$ cat config.mk
export PLATFORM = sky130hd
export DESIGN_NAME = spi_ram_slave
export DESIGN_NICKNAME = d
export VERILOG_FILES = /design/src/rtl/spi_ram_slave.sv
export SDC_FILE = /design/constraint.sdc
export NUM_CORES = 1
export LEC_CHECK = 0
export ABC_CLOCK_PERIOD_IN_PS = 2500
export CORE_MARGIN = 1
export CORE_UTILIZATION = 40
export CTS_CLUSTER_DIAMETER = 200
export CTS_CLUSTER_SIZE = 28
export DETAILED_ROUTE_END_ITERATION = 16
export GPL_TIMING_DRIVEN = 0
export PLACE_DENSITY = 0.61
export SETUP_SLACK_MARGIN = 0.2
export SLEW_MARGIN = 20
export SYNTH_ARGS = -nofsm -noshare
export SYNTH_HDL_FRONTEND = slang
export SYNTH_SLANG_ARGS = --single-unit
$ cat constraint.sdc
create_clock -name i_clk -period 2.5 [get_ports i_clk]
set_clock_uncertainty 0.15 [all_clocks]
set_input_delay 0.5 -clock i_clk [delete_from_list [all_inputs] [get_ports i_clk]]
set_output_delay 0.5 -clock i_clk [all_outputs]
set_load 0.1 [all_outputs]
$ cat src/rtl/spi_ram_slave.sv
// spi_ram_slave: SPI mode-0 slave in front of a small byte RAM.
// The MCU sends a command byte, then an address byte, then a burst of data bytes.
// The address increments after each data byte. A second port lets the FPGA fabric
// read the RAM, and a one-cycle strobe reports every byte that SPI writes into it.
//
// Commands: 01 WRITE, 02 READ, 9F ID. Any other command byte is skipped, and MISO
// returns 8'hFF until the MCU releases select.
//
// Ports
//   i_clk        system clock; must run at least 8x the SCK frequency
//   i_rst        synchronous active-high reset
//   i_sck        SPI clock (async). MOSI is sampled on the rising edge; MISO shifts on the falling edge
//   i_ssel       SPI select (async), active low
//   i_mosi       SPI data in, MSB first
//   o_miso       SPI data out, MSB first
//   o_busy       high while the synchronised select is active
//   o_wr_valid   one-clock pulse for each committed SPI write
//   o_wr_addr    address of the committed write
//   o_wr_data    data of the committed write
//   i_usr_addr   fabric read address
//   o_usr_rdata  mem[i_usr_addr], registered, 1-clock latency
module spi_ram_slave #(
  parameter int unsigned ADDR_W   = 6,
  parameter bit          WRAP     = 1'b1,
  parameter logic [7:0]  ACK_BYTE = 8'h77,
  parameter logic [7:0]  ID_BYTE  = 8'hA5
) (
  input  logic              i_clk,
  input  logic              i_rst,
  input  logic              i_sck,
  input  logic              i_ssel,
  input  logic              i_mosi,
  output logic              o_miso,
  output logic              o_busy,
  output logic              o_wr_valid,
  output logic [ADDR_W-1:0] o_wr_addr,
  output logic [7:0]        o_wr_data,
  input  logic [ADDR_W-1:0] i_usr_addr,
  output logic [7:0]        o_usr_rdata
);

  localparam int unsigned       DEPTH     = 1 << ADDR_W;
  localparam logic [ADDR_W-1:0] LAST_ADDR = ADDR_W'(DEPTH - 1);
  localparam logic [7:0]        CMD_WRITE = 8'h01;
  localparam logic [7:0]        CMD_READ  = 8'h02;
  localparam logic [7:0]        CMD_ID    = 8'h9F;

  typedef enum logic [2:0] {
    ST_IDLE,
    ST_CMD,
    ST_ADDR,
    ST_DATA,
    ST_SKIP
  } state_t;

  state_t            r_state;
  state_t            w_state_nxt;

  logic [2:0]        r_sck_sync;
  logic [2:0]        r_ssel_sync;
  logic [1:0]        r_mosi_sync;

  logic [2:0]        r_bitcnt;
  logic [6:0]        r_rx;
  logic [7:0]        r_tx;
  logic [7:0]        r_cmd;
  logic [ADDR_W-1:0] r_ptr;
  logic              r_exhausted;
  logic [7:0]        r_rd_data;
  logic [7:0]        r_mem [DEPTH];

  logic              w_sck_rise;
  logic              w_sck_fall;
  logic              w_ssel_active;
  logic              w_ssel_fall;
  logic              w_in_frame;
  logic              w_byte_done;
  logic [7:0]        w_rx_byte;
  logic              w_cmd_valid;
  logic              w_cmd_mem;
  logic              w_data_done;
  logic              w_mem_we;
  logic [7:0]        w_tx_load;

  // Bring the asynchronous pins into the clock domain; left unreset so that a
  // reset cannot fabricate a select edge.
  always_ff @(posedge i_clk) begin
    r_sck_sync  <= {r_sck_sync[1:0], i_sck};
    r_ssel_sync <= {r_ssel_sync[1:0], i_ssel};
    r_mosi_sync <= {r_mosi_sync[0], i_mosi};
  end

  // Edges are taken on the settled taps [2:1]. MOSI tap [1] lines up with SCK tap [1].
  assign w_sck_rise    = r_sck_sync[1] & ~r_sck_sync[2];
  assign w_sck_fall    = ~r_sck_sync[1] & r_sck_sync[2];
  assign w_ssel_active = ~r_ssel_sync[1];
  assign w_ssel_fall   = r_ssel_sync[2] & ~r_ssel_sync[1];

  assign w_in_frame  = w_ssel_active && (r_state != ST_IDLE);
  assign w_byte_done = w_in_frame && w_sck_rise && (r_bitcnt == 3'd7);
  assign w_rx_byte   = {r_rx, r_mosi_sync[1]};

  assign w_cmd_valid = (w_rx_byte == CMD_WRITE) || (w_rx_byte == CMD_READ) ||
                       (w_rx_byte == CMD_ID);
  assign w_cmd_mem   = (r_cmd == CMD_WRITE) || (r_cmd == CMD_READ);
  assign w_data_done = w_byte_done && (r_state == ST_DATA) && w_cmd_mem && !r_exhausted;
  assign w_mem_we    = !i_rst && w_data_done && (r_cmd == CMD_WRITE);

  assign o_miso = r_tx[7];

  // State register.
  always_ff @(posedge i_clk) begin
    if (i_rst) r_state <= ST_IDLE;
    else       r_state <= w_state_nxt;
  end

  // Next-state logic. Dropping select aborts from any state.
  always_comb begin
    w_state_nxt = r_state;
    if (!w_ssel_active) begin
      w_state_nxt = ST_IDLE;
    end else begin
      unique case (r_state)
        ST_IDLE: if (w_ssel_fall) w_state_nxt = ST_CMD;
        ST_CMD:  if (w_byte_done) w_state_nxt = w_cmd_valid ? ST_ADDR : ST_SKIP;
        ST_ADDR: if (w_byte_done) w_state_nxt = ST_DATA;
        ST_DATA: w_state_nxt = ST_DATA;
        ST_SKIP: w_state_nxt = ST_SKIP;
        default: w_state_nxt = ST_IDLE;
      endcase
    end
  end

  // Byte that MISO presents next; chosen from the state the frame has reached.
  always_comb begin
    w_tx_load = 8'h00;
    unique case (r_state)
      ST_ADDR: w_tx_load = ACK_BYTE;
      ST_SKIP: w_tx_load = 8'hFF;
      ST_DATA: begin
        if (r_exhausted)           w_tx_load = 8'hFF;
        else if (r_cmd == CMD_READ) w_tx_load = r_rd_data;
        else if (r_cmd == CMD_ID)   w_tx_load = ID_BYTE;
        else                        w_tx_load = 8'h00;
      end
      default: w_tx_load = 8'h00;
    endcase
  end

  // Shift engine, command/pointer tracking and write strobe.
  always_ff @(posedge i_clk) begin
    if (i_rst) begin
      r_bitcnt    <= 3'd0;
      r_rx        <= 7'd0;
      r_tx        <= 8'h00;
      r_cmd       <= 8'h00;
      r_ptr       <= '0;
      r_exhausted <= 1'b0;
      o_busy      <= 1'b0;
      o_wr_valid  <= 1'b0;
      o_wr_addr   <= '0;
      o_wr_data   <= 8'h00;
    end else begin
      o_busy     <= w_ssel_active;
      o_wr_valid <= 1'b0;
      if (!w_in_frame) begin
        // Idle or deselected: discard any partial byte. The TX register is cleared,
        // so byte 0 shifts out 8'h00.
        r_bitcnt    <= 3'd0;
        r_rx        <= 7'd0;
        r_tx        <= 8'h00;
        r_exhausted <= 1'b0;
      end else begin
        if (w_sck_rise) begin
          r_rx     <= w_rx_byte[6:0];
          r_bitcnt <= r_bitcnt + 3'd1;
        end
        // The first falling edge after a byte boundary loads a fresh byte.
        if (w_sck_fall) begin
          if (r_bitcnt == 3'd0) r_tx <= w_tx_load;
          else                  r_tx <= {r_tx[6:0], 1'b0};
        end
        if (w_byte_done && (r_state == ST_CMD))  r_cmd <= w_rx_byte;
        if (w_byte_done && (r_state == ST_ADDR)) r_ptr <= w_rx_byte[ADDR_W-1:0];
        if (w_data_done) begin
          if (r_cmd == CMD_WRITE) begin
            o_wr_valid <= 1'b1;
            o_wr_addr  <= r_ptr;
            o_wr_data  <= w_rx_byte;
          end
          if (r_ptr != LAST_ADDR) r_ptr <= r_ptr + ADDR_W'(1);
          else if (WRAP)          r_ptr <= '0;
          else                    r_exhausted <= 1'b1;
        end
      end
    end
  end

  // RAM (not reset). The SPI write port also feeds a continuous prefetch of
  // mem[ptr], which is ready long before the next SCK falling edge.
  always_ff @(posedge i_clk) begin
    if (w_mem_we) r_mem[r_ptr] <= w_rx_byte;
    r_rd_data <= r_mem[r_ptr];
  end

  // Fabric read port. A write to the same address in the same clock returns the old data.
  always_ff @(posedge i_clk) begin
    if (i_rst) o_usr_rdata <= 8'h00;
    else       o_usr_rdata <= r_mem[i_usr_addr];
  end

endmodule

==> impl_metrics.py <==
metrics = {
    "status": {
        "status": "finished, violations left",
        "violations": "setup timing",
    },
    "drt": {
        "vias": 20200,
        "wl_per_cell_um": 44.1,
        "first_iter_violations": 3587,
        "vias_per_cell": 7.12,
        "ant_nets": 0,
        "drc_errors": 0,
        "dr.pass1.iters": 6,
        "finalWirelength_um": 125000,
    },
    "grt": {
        "grtUsageTotal_pct": 36.1,
        "overflow": 0,
        "grt_pass1_vias": 19000,
        "grt_pass1_wl_um": 165000,
        "antenna_found_initial": 9,
        "grt_max_degree": 69,
    },
    "logic_synthesis": {
        "synth-edff-count": 512,
        "synth-seq-cells": 587,
        "synth_most_common_cell": "edfxtp_1",
        "synthCells": 1696,
        "synth_seq_area_share_pct": 62.4,
        "synth.area.top_cells": "edfxtp_1 57%, mux4_2 15%, dfxtp_1 5.6%",
        "syn_area_mm2": 0.0271,
        "synth_common_cells": "512 x edfxtp_1, 183 x mux4_2, 101 x nand2_1",
        "synth_nets": 1711,
        "synth_area_per_cell_um2": 16.0,
        "yosys.area.top_type_share_pct": 56.8,
        "synth.distinct_cells": 73,
        "synthFlopType": "edfxtp_1",
        "synth_top_area_cell": "edfxtp_1",
        "async_reset_ff_share_pct": 0,
        "yosysWarnings": 0,
    },
    "timing": {
        "final_hold_viol_count": 0,
        "fmax_mhz": 342,
        "tightest_slew_ns": 1.02,
        "setup_viol": 510,
        "drv_slew": 0,
        "totalNegativeSetupSlack_ns": -70.81,
        "min_period_ns": 2.92,
        "relSlewSlack_pct": 32.0,
        "finalCritPeriodShare_pct": 117,
        "setup_ws_ns": -0.424,
        "rsz0062_at_grt": "yes",
    },
    "clocking": {
        "cts_root_buffer": "clkbuf_16",
        "clkLatencyLatePin_ns": 0.62,
        "cts_buffers": 24,
        "cts.clk_slew.worst_paths_ns": 0.12,
        "clockBufferDepth": 3,
        "cts_hold_buf": 0,
        "cts.sinks": 587,
        "htree_levels": 1,
        "tritoncts": "built",
    },
    "critical_path": {
        "crit_family": "compound AO/OA/AOI/OAI gates",
        "end_kind": "register",
        "crit_fanout": 7,
        "crit_arrival_ns": 3.23,
        "path_cells": "buf_12, buf_16, mux2_4, a221o_1, a222oi_1, o22a_1, nand4_1",
        "cp-startpoint": "r_ptr[2]",
        "required_ns": 2.81,
        "critPathBufInv": 2,
        "cp-start-kind": "register",
        "r2r_start": "r_ptr[2]",
        "cpPeakStageDelay_ns": 0.82,
        "critPathSlowestCell": "a222oi_1",
        "critical_path_class": "reg -> reg",
    },
    "hold_path": {
        "min_path_type": "in -> reg",
        "hp-start": "i_mosi",
    },
    "die": {
        "core_area_mm2": 0.0663,
        "die_area_mm2": 0.0687,
        "rows": 94,
        "die_h_um": 262,
        "start_util_pct": 40.8,
        "die_w_um": 262,
        "io_pins": 36,
    },
    "place": {
        "place_congestion": 1.06,
        "io_buffer_count": 32,
        "place_hpwl_um": 82900,
    },
    "pwr": {
        "swShare_pct": 23.3,
        "p_comb_share_pct": 6.9,
        "p_int_mw": 12.8,
        "clkPwrFrac_pct": 30.0,
        "finalPower_mw": 16.7,
        "p_leak_nw": 11.0,
        "p_seq_share_pct": 63.1,
        "power.switching_mw": 3.88,
        "p_per_area_mw_per_mm2": 485,
        "ir_drop_v": 0.000624,
    },
    "job": {
        "max_cap_violations": 0,
    },
    "cells_and_area": {
        "drive_gt1_share_pct": 41.7,
        "nets": 1968,
        "final_util_pct": 51.8,
        "area_growth_pct": 27.1,
    },
}
[state kept, by name, summed over array words and instances, names as in the netlist]
| register | count |
|---|---|
| r_ptr | 6 |
| o_wr_addr | 6 |
| o_usr_rdata | 8 |
| r_rx | 7 |
| r_mem | 512 |
| o_busy | 1 |
| o_wr_data | 8 |
| r_tx | 8 |
| r_cmd | 8 |
| r_mosi_sync | 2 |
| r_sck_sync | 3 |
| r_rd_data | 8 |
| o_wr_valid | 1 |
| r_ssel_sync | 3 |
| r_bitcnt | 3 |
| r_state | 3 |
[layer usage]
metal	GRT usage, %	share of wire, %
met3	14.8	16
met2	51.2	42
met5	0	0.040
met4	19.0	6.8
met1	47.4	36
[per-stage QoR]
step	hold WS, ns	setup slack (ns)	cells	cell area (µm²)
after detailed placement	0.164	-2.56	2601	28900
after global placement	0.161	-2.60	2592	28600
after CTS	0.159	-0.285	2798	33400
final	0.177	-0.424	2841	34400
after global routing	0.165	-0.284	2835	34400
after floorplan	0.160	-0.0680	1696	27200
[logic make-up after synthesis]
kind of cell	count (synthesis)	share of synthesized area, %
simple gates	332	6.29
compound gates	317	8.52
fa+ha+maj	4	0.185
mux	305	20.0
flops	587	62.4
buf+inv	149	2.56
xor+xnor	2	0.0648
[worst paths after layout]
path	to	slack, ns	cells past startpoint
max	r_rd_data[6]	-0.42	7
min	r_mosi_sync[0]	0.18	1
min reg2reg	r_mosi_sync[1]	0.18	0
max reg2reg	r_rd_data[6]	-0.42	7
[power groups by stage]
stage,clock network (mW),registers [mW],logic [mW]
final,5.01,10.5,1.15
after global routing,5.30,10.5,1.16
after CTS,5.01,10.5,1.08
after detailed placement,0,10.8,1.03
after global placement,0,10.8,1.02
after floorplan,0,10.9,0.471
[layout make-up]
cell class	instances	area (µm²)
Multi-Input combinational cell	960	10900
Fill cell	5391	32000
Clock buffer	44	697
Inverter	11	47.5
Tap cell	864	1080
Sequential cell	587	16900
Antenna cell	6	15.0
Timing Repair Buffer	233	3160
Buffer	136	1590
[cell usage in the layout, fill, tap and decap left out, types with 12 or more instances in the layout]
| master | instances |
|---|---|
| a21oi_1 | 45 |
| clkbuf_16 | 31 |
| o22ai_1 | 19 |
| edfxtp_1 | 512 |
| buf_4 | 68 |
| mux4_2 | 183 |
| a221oi_1 | 40 |
| mux2_1 | 14 |
| dfxtp_1 | 60 |
| a221o_1 | 12 |
| clkdlybuf4s15_2 | 25 |
| nor2_4 | 68 |
| dfxtp_4 | 12 |
| a22oi_1 | 32 |
| o22ai_2 | 13 |
| mux2_2 | 31 |
| o221ai_1 | 15 |
| nand4_1 | 13 |
| nor2_1 | 33 |
| o21ai_0 | 18 |
| clkbuf_4 | 17 |
| buf_8 | 14 |
| clkbuf_1 | 32 |
| nand2_1 | 93 |
| clkbuf_2 | 14 |
| mux2i_1 | 50 |
| buf_12 | 88 |
| a21oi_2 | 13 |
| nor2b_1 | 14 |
| buf_6 | 87 |
| mux2i_4 | 14 |
[what timing repair did]
action | in CTS | in global routing
pin swaps | 101 | 102
resized for setup | 546 | 144
endpoints found under the setup margin | 582 | 560
buffers inserted | 152 | 35
gates cloned | 2 | 3
[worst reg2reg max path, delay by kind of cell (launching register included)]
| kind | cells | cell delay [ns] |
|---|---|---|
| AND/OR/NAND/NOR | 1 | 0.19 |
| multiplexers | 1 | 0.31 |
| buffers and inverters | 2 | 0.33 |
| AO/OA/AOI/OAI | 3 | 1.35 |
| flip-flops | 1 | 0.44 |
Note: power is estimated with default switching activity, not from simulation.
